===== src/rtl/ethernet_smi_scheduler_if.sv =====
// Bundle between the SMI scheduler, the CSR-side CPU requester and the SMI shift unit.
// Handshakes: a command moves on the edge where its valid and ready are both 1. The
// payload stays stable while valid waits for ready. Response and receive valids are
// single-cycle pulses with no back-pressure.
interface ethernet_smi_scheduler_if;
  logic        cpuReqValid;
  logic        cpuReqReady;
  logic        cpuReqWrite;
  logic [4:0]  cpuReqPhy;
  logic [4:0]  cpuReqReg;
  logic [15:0] cpuReqData;
  logic        cpuRspValid;
  logic [15:0] cpuRspData;
  logic        pollEnable;
  logic [15:0] linkStatus;
  logic        linkUp;
  logic        linkChange;
  logic        busy;
  logic [31:0] smiTransmitData;
  logic        smiTransmitValid;
  logic        smiTransmitReady;
  logic [15:0] smiReceiveData;
  logic        smiReceiveValid;
  logic        smiBusy;

  modport slave (
    input  cpuReqValid, cpuReqWrite, cpuReqPhy, cpuReqReg, cpuReqData, pollEnable,
    input  smiTransmitReady, smiReceiveData, smiReceiveValid, smiBusy,
    output cpuReqReady, cpuRspValid, cpuRspData, linkStatus, linkUp, linkChange, busy,
    output smiTransmitData, smiTransmitValid
  );

  modport master (
    output cpuReqValid, cpuReqWrite, cpuReqPhy, cpuReqReg, cpuReqData, pollEnable,
    output smiTransmitReady, smiReceiveData, smiReceiveValid, smiBusy,
    input  cpuReqReady, cpuRspValid, cpuRspData, linkStatus, linkUp, linkChange, busy,
    input  smiTransmitData, smiTransmitValid
  );
endinterface


===== src/rtl/ethernet_smi_scheduler.sv =====
// Arbitrates the SMI shift unit between CPU register commands and a periodic PHY
// status poller, building preamble and command frames and routing read data back.
module ethernet_smi_scheduler #(
  parameter logic [4:0]  PHY_ADDR    = 5'd1,
  parameter logic [4:0]  POLL_REG    = 5'd1,
  parameter int unsigned POLL_PERIOD = 1000000,
  parameter bit          PREAMBLE_EN = 1'b1
) (
  input  logic                    clk,
  input  logic                    reset,
  ethernet_smi_scheduler_if.slave bus,
  output logic [2:0]              fsm_state
);
  localparam int TW = $clog2(POLL_PERIOD);
  localparam logic [TW-1:0] RELOAD = TW'(POLL_PERIOD - 1);

  localparam logic [2:0] S_IDLE     = 3'd0;
  localparam logic [2:0] S_PRE_REQ  = 3'd1;
  localparam logic [2:0] S_PRE_WAIT = 3'd2;
  localparam logic [2:0] S_CMD_REQ  = 3'd3;
  localparam logic [2:0] S_CMD_WAIT = 3'd4;
  localparam logic [2:0] S_DONE     = 3'd5;

  logic [2:0]    state;
  logic [TW-1:0] poll_timer;
  logic          poll_pending;
  logic          ptr_poll;
  logic          grant_cpu;
  logic          grant_poll;
  logic          cur_cpu;
  logic          cur_write;
  logic [4:0]    cur_phy;
  logic [4:0]    cur_reg;
  logic [15:0]   cur_data;
  logic [15:0]   rx_data;
  logic [15:0]   rd_value;
  logic [31:0]   tx_data;
  logic          tx_valid;
  logic          rsp_valid;
  logic [15:0]   rsp_data;
  logic [15:0]   link_status;
  logic          link_up;
  logic          link_change;
  logic          sel_write;
  logic [4:0]    sel_phy;
  logic [4:0]    sel_reg;

  function automatic logic [31:0] cmd_frame(input logic wr, input logic [4:0] phy,
                                            input logic [4:0] rg, input logic [15:0] d);
    return {2'b01, (wr ? 2'b01 : 2'b10), phy, rg, 2'b10, (wr ? d : 16'h0000)};
  endfunction

  // ptr_poll picks the winner only when both sides are pending.
  always_comb begin
    grant_cpu  = 1'b0;
    grant_poll = 1'b0;
    if (state == S_IDLE) begin
      if (bus.cpuReqValid && (!poll_pending || !ptr_poll)) grant_cpu = 1'b1;
      else if (poll_pending)                                grant_poll = 1'b1;
    end
  end

  always_comb begin
    sel_write = 1'b0;
    sel_phy   = PHY_ADDR;
    sel_reg   = POLL_REG;
    if (grant_cpu) begin
      sel_write = bus.cpuReqWrite;
      sel_phy   = bus.cpuReqPhy;
      sel_reg   = bus.cpuReqReg;
    end
  end

  // Read data may arrive on the same cycle smiBusy drops, so bypass the capture register.
  assign rd_value = bus.smiReceiveValid ? bus.smiReceiveData : rx_data;

  // A fresh expiry on the grant cycle re-arms the request rather than being lost.
  always_ff @(posedge clk or negedge reset) begin
    if (!reset) begin
      poll_timer   <= RELOAD;
      poll_pending <= 1'b0;
    end else if (!bus.pollEnable) begin
      poll_timer   <= RELOAD;
      poll_pending <= 1'b0;
    end else begin
      if (grant_poll) poll_pending <= 1'b0;
      if (poll_timer == '0) begin
        poll_timer   <= RELOAD;
        poll_pending <= 1'b1;
      end else begin
        poll_timer <= poll_timer - TW'(1);
      end
    end
  end

  always_ff @(posedge clk or negedge reset) begin
    if (!reset) begin
      state       <= S_IDLE;
      ptr_poll    <= 1'b0;
      cur_cpu     <= 1'b0;
      cur_write   <= 1'b0;
      cur_phy     <= '0;
      cur_reg     <= '0;
      cur_data    <= '0;
      rx_data     <= '0;
      tx_data     <= '0;
      tx_valid    <= 1'b0;
      rsp_valid   <= 1'b0;
      rsp_data    <= '0;
      link_status <= '0;
      link_up     <= 1'b0;
      link_change <= 1'b0;
    end else begin
      rsp_valid   <= 1'b0;
      link_change <= 1'b0;
      case (state)
        S_IDLE: begin
          if (grant_cpu || grant_poll) begin
            cur_cpu   <= grant_cpu;
            cur_write <= sel_write;
            cur_phy   <= sel_phy;
            cur_reg   <= sel_reg;
            cur_data  <= bus.cpuReqData;
            ptr_poll  <= grant_cpu;
            tx_valid  <= 1'b1;
            if (PREAMBLE_EN) begin
              tx_data <= 32'hFFFF_FFFF;
              state   <= S_PRE_REQ;
            end else begin
              tx_data <= cmd_frame(sel_write, sel_phy, sel_reg, bus.cpuReqData);
              state   <= S_CMD_REQ;
            end
          end
        end
        S_PRE_REQ: begin
          if (bus.smiTransmitReady) begin
            tx_valid <= 1'b0;
            state    <= S_PRE_WAIT;
          end
        end
        S_PRE_WAIT: begin
          if (!bus.smiBusy) begin
            tx_data  <= cmd_frame(cur_write, cur_phy, cur_reg, cur_data);
            tx_valid <= 1'b1;
            state    <= S_CMD_REQ;
          end
        end
        S_CMD_REQ: begin
          if (bus.smiTransmitReady) begin
            tx_valid <= 1'b0;
            state    <= S_CMD_WAIT;
          end
        end
        S_CMD_WAIT: begin
          if (bus.smiReceiveValid) rx_data <= bus.smiReceiveData;
          if (!bus.smiBusy) begin
            state <= S_DONE;
            if (cur_cpu) begin
              rsp_valid <= 1'b1;
              if (!cur_write) rsp_data <= rd_value;
            end else begin
              link_status <= rd_value;
              link_up     <= rd_value[2];
              link_change <= rd_value[2] ^ link_up;
            end
          end
        end
        S_DONE:  state <= S_IDLE;
        default: state <= S_IDLE;
      endcase
    end
  end

  assign bus.cpuReqReady      = grant_cpu;
  assign bus.cpuRspValid      = rsp_valid;
  assign bus.cpuRspData       = rsp_data;
  assign bus.linkStatus       = link_status;
  assign bus.linkUp           = link_up;
  assign bus.linkChange       = link_change;
  assign bus.busy             = (state != S_IDLE);
  assign bus.smiTransmitData  = tx_data;
  assign bus.smiTransmitValid = tx_valid;
  assign fsm_state            = state;
endmodule


===== src/flat_wrapper.sv =====
// flat-port wrapper written by rule: the top's interface ports become plain ports
module ethernet_smi_scheduler_flat 
#(
  parameter logic [4:0]  PHY_ADDR    = 5'd1,
  parameter logic [4:0]  POLL_REG    = 5'd1,
  parameter int unsigned POLL_PERIOD = 1000000,
  parameter bit          PREAMBLE_EN = 1'b1
)
  (clk, reset, fsm_state, bus_cpuReqValid, bus_cpuReqWrite, bus_cpuReqPhy, bus_cpuReqReg, bus_cpuReqData, bus_pollEnable, bus_smiTransmitReady, bus_smiReceiveData, bus_smiReceiveValid, bus_smiBusy, bus_cpuReqReady, bus_cpuRspValid, bus_cpuRspData, bus_linkStatus, bus_linkUp, bus_linkChange, bus_busy, bus_smiTransmitData, bus_smiTransmitValid);
  ethernet_smi_scheduler_if bus_i ();
  input  logic clk;
  input  logic reset;
  output logic [2:0] fsm_state;
  input wire logic [$bits(bus_i.cpuReqValid)-1:0] bus_cpuReqValid;
  input wire logic [$bits(bus_i.cpuReqWrite)-1:0] bus_cpuReqWrite;
  input wire logic [$bits(bus_i.cpuReqPhy)-1:0] bus_cpuReqPhy;
  input wire logic [$bits(bus_i.cpuReqReg)-1:0] bus_cpuReqReg;
  input wire logic [$bits(bus_i.cpuReqData)-1:0] bus_cpuReqData;
  input wire logic [$bits(bus_i.pollEnable)-1:0] bus_pollEnable;
  input wire logic [$bits(bus_i.smiTransmitReady)-1:0] bus_smiTransmitReady;
  input wire logic [$bits(bus_i.smiReceiveData)-1:0] bus_smiReceiveData;
  input wire logic [$bits(bus_i.smiReceiveValid)-1:0] bus_smiReceiveValid;
  input wire logic [$bits(bus_i.smiBusy)-1:0] bus_smiBusy;
  output wire logic [$bits(bus_i.cpuReqReady)-1:0] bus_cpuReqReady;
  output wire logic [$bits(bus_i.cpuRspValid)-1:0] bus_cpuRspValid;
  output wire logic [$bits(bus_i.cpuRspData)-1:0] bus_cpuRspData;
  output wire logic [$bits(bus_i.linkStatus)-1:0] bus_linkStatus;
  output wire logic [$bits(bus_i.linkUp)-1:0] bus_linkUp;
  output wire logic [$bits(bus_i.linkChange)-1:0] bus_linkChange;
  output wire logic [$bits(bus_i.busy)-1:0] bus_busy;
  output wire logic [$bits(bus_i.smiTransmitData)-1:0] bus_smiTransmitData;
  output wire logic [$bits(bus_i.smiTransmitValid)-1:0] bus_smiTransmitValid;
  assign bus_i.cpuReqValid = bus_cpuReqValid;
  assign bus_i.cpuReqWrite = bus_cpuReqWrite;
  assign bus_i.cpuReqPhy = bus_cpuReqPhy;
  assign bus_i.cpuReqReg = bus_cpuReqReg;
  assign bus_i.cpuReqData = bus_cpuReqData;
  assign bus_i.pollEnable = bus_pollEnable;
  assign bus_i.smiTransmitReady = bus_smiTransmitReady;
  assign bus_i.smiReceiveData = bus_smiReceiveData;
  assign bus_i.smiReceiveValid = bus_smiReceiveValid;
  assign bus_i.smiBusy = bus_smiBusy;
  assign bus_cpuReqReady = bus_i.cpuReqReady;
  assign bus_cpuRspValid = bus_i.cpuRspValid;
  assign bus_cpuRspData = bus_i.cpuRspData;
  assign bus_linkStatus = bus_i.linkStatus;
  assign bus_linkUp = bus_i.linkUp;
  assign bus_linkChange = bus_i.linkChange;
  assign bus_busy = bus_i.busy;
  assign bus_smiTransmitData = bus_i.smiTransmitData;
  assign bus_smiTransmitValid = bus_i.smiTransmitValid;
  ethernet_smi_scheduler #(.PHY_ADDR(PHY_ADDR), .POLL_REG(POLL_REG), .POLL_PERIOD(POLL_PERIOD), .PREAMBLE_EN(PREAMBLE_EN)) u_core (.clk(clk), .reset(reset), .bus(bus_i), .fsm_state(fsm_state));
endmodule

===== config.mk =====
export PLATFORM = sky130hd
export DESIGN_NAME = ethernet_smi_scheduler_flat
export DESIGN_NICKNAME = d
export VERILOG_FILES = /design/src/rtl/ethernet_smi_scheduler_if.sv /design/src/rtl/ethernet_smi_scheduler.sv /design/src/flat_wrapper.sv
export SDC_FILE = /design/constraint.sdc
export NUM_CORES = 1
export LEC_CHECK = 0
export BUFFER_PORTS_ARGS = -buffer_cell sky130_fd_sc_hd__buf_2
export CAP_MARGIN = 5
export CORE_ASPECT_RATIO = 0.75
export CORE_MARGIN = 4
export CORE_UTILIZATION = 49
export DETAILED_ROUTE_END_ITERATION = 6
export PLACE_DENSITY = 0.76
export SLEW_MARGIN = 0
export SYNTH_ARGS = -nofsm -noshare
export SYNTH_HDL_FRONTEND = slang
export SYNTH_SLANG_ARGS = --single-unit

===== constraint.sdc =====
create_clock -name clk -period 1.6 [get_ports clk]
set_input_delay 0.08 -clock clk [delete_from_list [all_inputs] [get_ports clk]]
set_output_delay 0.08 -clock clk [all_outputs]
set_load 0.05 [all_outputs]

# Word-level counts from Yosys, hierarchy flattened
# Cells that the tools add are included.
[classes]
addsub = 1
eq_ne = 11
muxes = 35
bitwise = 4
reduce_logical = 17
[op_table]
columns = ["operator", "count"]
rows = [
  ["two-way mux 32 bit", 2],
  ["case mux 32 bit (2 select lines)", 1],
  ["two-way mux 20 bit", 2],
  ["two-way mux 16 bit", 2],
  ["zero test 20 bit", 1],
  ["subtractor 20 x 1 -> 20 bit, second input constant", 1],
  ["two-way mux 1 bit", 18],
  ["two-way mux 3 bit", 5],
  ["case mux 3 bit (5 select lines)", 1],
  ["two-way mux 5 bit", 2],
  ["inequality test 2 bit, second input constant", 5],
  ["AND reduction 4 bit", 2],
  ["== test 3 x 2 -> 1 bit, second input constant", 2],
  ["AND reduction 3 bit", 2],
  ["nonzero test 3 bit", 2],
  ["AND reduction 5 bit", 1],
  ["== test 3 x 1 -> 1 bit, second input constant", 1],
  ["== test 3 bit, second input constant", 1],
  ["zero test 3 bit", 1],
  ["inequality test 3 x 1 -> 1 bit, second input constant", 1],
  ["NOT 1 bit", 3],
  ["case mux 1 bit (3 select lines)", 1],
  ["zero test 1 bit", 2],
  ["logical OR 1 bit", 2],
  ["other kinds (7)", 7],
]
[totals]
register_bits = 136
input_bits = 50
output_inout_bits = 73
wordCells = 84

# Logic depth before layout (Yosys ltp)
[depth]
ltp_word = 8
depth_mapped = 7
depth_no_buf = 6

# Worst setup path after synthesis
# Ideal clock, no wire load.
[synth_path]
kind = "flip-flop to flip-flop"
startpoint = "register u_core.state[2] (netlist: u_core.fsm_state[2])"
endpoint = "register u_core.rx_data[10]"
setup_time_ns = 0.125
arrival_ns = 1.842
required_time_ns = 1.475
slack_ns = -0.367
path_stages_with_launch = 6
n_path_buf = 2
period_less_slack_ns = 1.967
path_cell_list = "dfrtp_1 > buf_4 > nand2_1 > nor3b_4 > buf_4 > mux2_2"
[synth_via]
elab_chain_len = 1
[synth_rtl]
columns = ["element", "line", "source"]
rows = [
  ["from (decl)", "ethernet_smi_scheduler.sv:24", "logic [2:0] state;"],
  ["from (signal assigned)", "ethernet_smi_scheduler.sv:98", "state <= S_IDLE;"],
  ["from (signal assigned)", "ethernet_smi_scheduler.sv:128", "state <= S_PRE_REQ;"],
  ["from (signal assigned)", "ethernet_smi_scheduler.sv:131", "state <= S_CMD_REQ;"],
  ["== test 3 bit", "ethernet_smi_scheduler.sv:116", "case (state)"],
  ["to (signal assigned)", "ethernet_smi_scheduler.sv:155", "if (bus.smiReceiveValid) rx_data <= bus.smiReceiveData;"],
  ["to (decl)", "ethernet_smi_scheduler.sv:35", "logic [15:0] rx_data;"],
]
# Every way passes these cells.
# A chain may end at the register's enable or synchronous reset.

# Final worst setup path
[layout_path]
startpoint = "register u_core.state[0] (netlist: u_core.fsm_state[0])"
endpoint = "output port bus_cpuReqReady"
[layout_via]
elab_chain_len = 2
[layout_rtl]
columns = ["element", "line", "source"]
rows = [
  ["zero test 3 bit", "ethernet_smi_scheduler.sv:57", "if (state == S_IDLE) begin"],
  ["two-way mux 1 bit", "ethernet_smi_scheduler.sv:57", ""],
  ["to (decl)", "flat_wrapper.sv:24", "output wire logic [$bits(bus_i.cpuReqReady)-1:0] bus_cpuReqReady;"],
]
# Every way passes these cells.

==> summary.md <==
| Metric | Value |
|---|---|
| Antenna Diode Count | `0` |
| Initial antenna violation count | `0` |
| Final Max Slew Viols | `0` |
| WL final | `15600 µm` |
| Non-filler cells, final | `826` |
| Top cell type's share of synthesized area | `55.2%` |
| First-pass GRT wire length | `22800 µm` |
| Number of fillers in the final layout | `685` |
| H-tree depth | `4` |
| Cell Area, Synth | `5480 µm²` |
| Total power draw | `16300 µW` |
| GRT overflow | `0` |
| Hold_ws | `38.4 ps` |
| IO Count | `123` |
| Seq/Total Area, Yosys | `61.0%` |
| Largest net degree at the start of global routing | `55` |
| Worst clock skew | `8.81 ps` |
| DRC Markers | `0` |
| Commonest cells post-synth | `dfrtp_1 (121), nand2_1 (67), o21ai_0 (33)` |
| Leakage | `0.00385 µW` |
| Sequential group share of total power | `32.5%` |
| Slowest cell delay on critical path | `430 ps` |
| Nets | `726` |
| Yosys reg bits | `133` |
| CTS Buffer Depth | `2` |
| Post-synth top area cell | `dfrtp_1` |
| Number of buffers created by CTS | `17` |
| Critical Path Start Type | `flop` |
| Clock root buffer | `clkbuf_16` |
| Most frequent CP cell | `buf_6` |
| Max FFs per register | `30` |
| Reg2reg end | `u_core.rx_data[11]$_DFFE_PN0P_` |
| Crit end category | `output port` |
| Tightest Pin Transition | `322 ps` |
| R2r setup slk | `-80 ps` |
| Hold Path Class | `input port to flop` |
| Height of the die | `99.6 µm` |
| R2r worst-path depth | `5` |
| Hold Path Origin | `bus_smiTransmitReady` |
| Max Cap Viol | `0` |
| Worst EP required | `1520 ps` |
| Comb pwr share | `43.7%` |
| Critical R2R Launch | `u_core.fsm_state[0]$_DFFE_PN0P_` |
| Async S/R FF share, synth | `100%` |
| Post-synth top flop | `dfrtp_1` |
| Relative slew slack | `77.9%` |
| Worst-path clk slew | `60 ps` |
| Avg WL per Cell | `18.9 µm` |
| Layout cells sized above 1 | `51.0%` |
| Via Count | `4450` |
| PortBufs | `122` |
| CORE AREA | `10900 µm²` |
| Power per cell area | `1950 nW/µm²` |
| CP Class | `flop to output port` |
| Switching power total | `6510 µW` |
| Vias in the first global route | `4551` |
| Syn_nets | `500` |
| Global placer's final weighted congestion | `0.772` |
| Final instance area | `8350 µm²` |
| Setup-failing EPs final | `66` |
| Slowest CP cell | `dfrtp_2` |
| CTS tree | `yes` |
| Sw Ratio | `39.9%` |
| Post-route ant nets | `0` |
| Critical-path cell list | `nor3_4 > buf_6 > nand2_4 > a21oi_4 > buf_6` |
| Placed cell count | `719` |
| Post-synth EDFFs | `0` |
| Worst Hold Depth | `3` |
| Distinct cell type count after synthesis | `55` |
| Worst VDD drop | `1.43 mV` |
| Final min period | `1720 ps` |
| Max Fclk | `583 MHz` |
| Fin. Hold Viols | `0` |
| Row Count | `33` |
| RSZ-0062 raised after global routing | `true` |
| Dpl cell area | `6500 µm²` |
| Synth Area per Inst | `12.2 µm²` |
| Initial core utilization | `50.1%` |
| Status | `finished, violations left` |
| Crit path DAT | `1640 ps` |
| Drt initial violations | `246` |
| CP Max Fanout | `2` |
| Die area | `13000 µm²` |
| Die Wd | `130 µm` |
| Final worst slack | `-115 ps` |
| DRT Pass-1 Iters | `5` |
| Violated checks | `negative setup slack` |
| Worst Hold Path EP | `u_core.fsm_state[2]$_DFFE_PN0P_` |
| Post-Place Worst Slack | `-106 ps` |
| Clock network power share | `23.8%` |
| Clk sinks | `133` |
| Cell count after synthesis | `448` |
| Vias per cell | `5.39` |
| Synth Warn # | `0` |
| Tcrit/Tclk final | `107%` |
| Top-count cell post-synth | `dfrtp_1` |
| Pint | `9800 µW` |
| Top cells by area, synth | `dfrtp_1 (55%), mux2_2 (6.0%), dfstp_2 (5.8%)` |
| Clock latency at the later pin of the worst-skew pair | `410 ps` |
| Tot GR Track Use | `22.5%` |
| Final HPWL DP | `8830 µm` |
| Layout area overhead | `52.3%` |
==> placed cells by master (no fill, tap or decap), types with 4 or more instances in the layout <==
master,instances
a22o_1,9
a2bb2oi_2,15
buf_12,6
buf_2,119
buf_4,43
buf_6,15
clkbuf_16,21
clkinv_2,4
clkinv_4,4
dfrtp_1,118
dfstp_2,12
dlygate4sd3_1,45
mux2_2,21
mux2_4,9
mux2i_1,16
nand2_1,47
nand2_2,7
nand2_4,13
nand3_1,4
nor2_1,8
nor2_2,5
o21ai_0,12
o21ai_1,10
o21ai_2,12
o22a_1,11
xnor2_1,5
xor2_1,10
==> routing by layer <==
metal | global-route usage, % | wire length, µm | vias up
met4 | 7.83 | 281 | 0
met3 | 5.42 | 845 | 27
met1 | 29.4 | 6690 | 2247
li1 | - | - | 2040
met5 | 0 | 0 | -
met2 | 37.0 | 7790 | 136
==> cells by family after synthesis <==
| family | Yosys count | synth area share (%) |
|---|---|---|
| AO/OA/AOI/OAI | 89 | 11.4 |
| flip-flops | 133 | 61.0 |
| XOR/XNOR | 15 | 2.40 |
| buffers and inverters | 35 | 3.33 |
| multiplexers | 48 | 9.49 |
| AND/OR/NAND/NOR | 126 | 12.0 |
| adder cells (fa/ha/maj) | 2 | 0.456 |
==> how the worst max path moves through the flow <==
stage	start	endpoint	slack, ps	depth (start not counted)
after floorplan	u_core.fsm_state[2]$_DFFE_PN0P_	u_core.rx_data[10]$_DFFE_PN0P_	-100	5
after global placement	u_core.poll_timer[0]$_DFF_PN1_	u_core.poll_timer[18]$_DFF_PN1_	-20	6
after detailed placement	u_core.poll_timer[0]$_DFF_PN1_	u_core.poll_timer[7]$_DFF_PN0_	-110	6
after CTS	u_core.fsm_state[2]$_DFFE_PN0P_	bus_cpuReqReady	-60	5
after global routing	u_core.fsm_state[0]$_DFFE_PN0P_	bus_cpuReqReady	-180	5
final	u_core.fsm_state[0]$_DFFE_PN0P_	bus_cpuReqReady	-120	5
==> power groups by stage <==
stage | clock, µW | sequential (µW) | combinational (µW)
after global routing | 4090 | 5430 | 7520
final | 3880 | 5300 | 7130
after detailed placement | 0 | 5220 | 5690
after CTS | 3920 | 5150 | 6080
after floorplan | 0 | 7100 | 2310
after global placement | 0 | 5170 | 5570
==> critical path, delay by kind of cell (launching register included) <==
kind	cells	cell delay (ps)
buffers and inverters	2	320
and+or+nand+nor	2	310
AOI/OAI and AO/OA	1	160
DFF	1	430
==> layout make-up <==
| cell class | instances | area [µm²] | share of cell area (%) |
|---|---|---|---|
| clock buffers | 18 | 429 | 5.14 |
| clock inverters | 13 | 160 | 1.92 |
| well taps | 140 | 175 | 2.10 |
| flip-flops and latches | 133 | 3350 | 40.1 |
| inverters | 7 | 33.8 | 0.404 |
| repair buffers | 235 | 1800 | 21.6 |
| multi-input cells | 280 | 2400 | 28.8 |
==> through the flow <==
step	TNS, ps	utilization [%]
finish	-1680	76.3
global route	-6550	76.3
detailed placement	-1130	59.4
CTS	-63.6	70.3
floorplan	-5180	-
global placement	-197	59.4
==> timing repair <==
action / in CTS / in global routing
hold endpoints to repair: 169 / 0
hold buffers: 45 / 0
cloned: 0 / 7
pin swaps: 3 / 43
buffers inserted: 8 / 16
setup endpoints to repair: 25 / 83
gates resized for setup: 19 / 129
(Power assumes the default switching activity.)
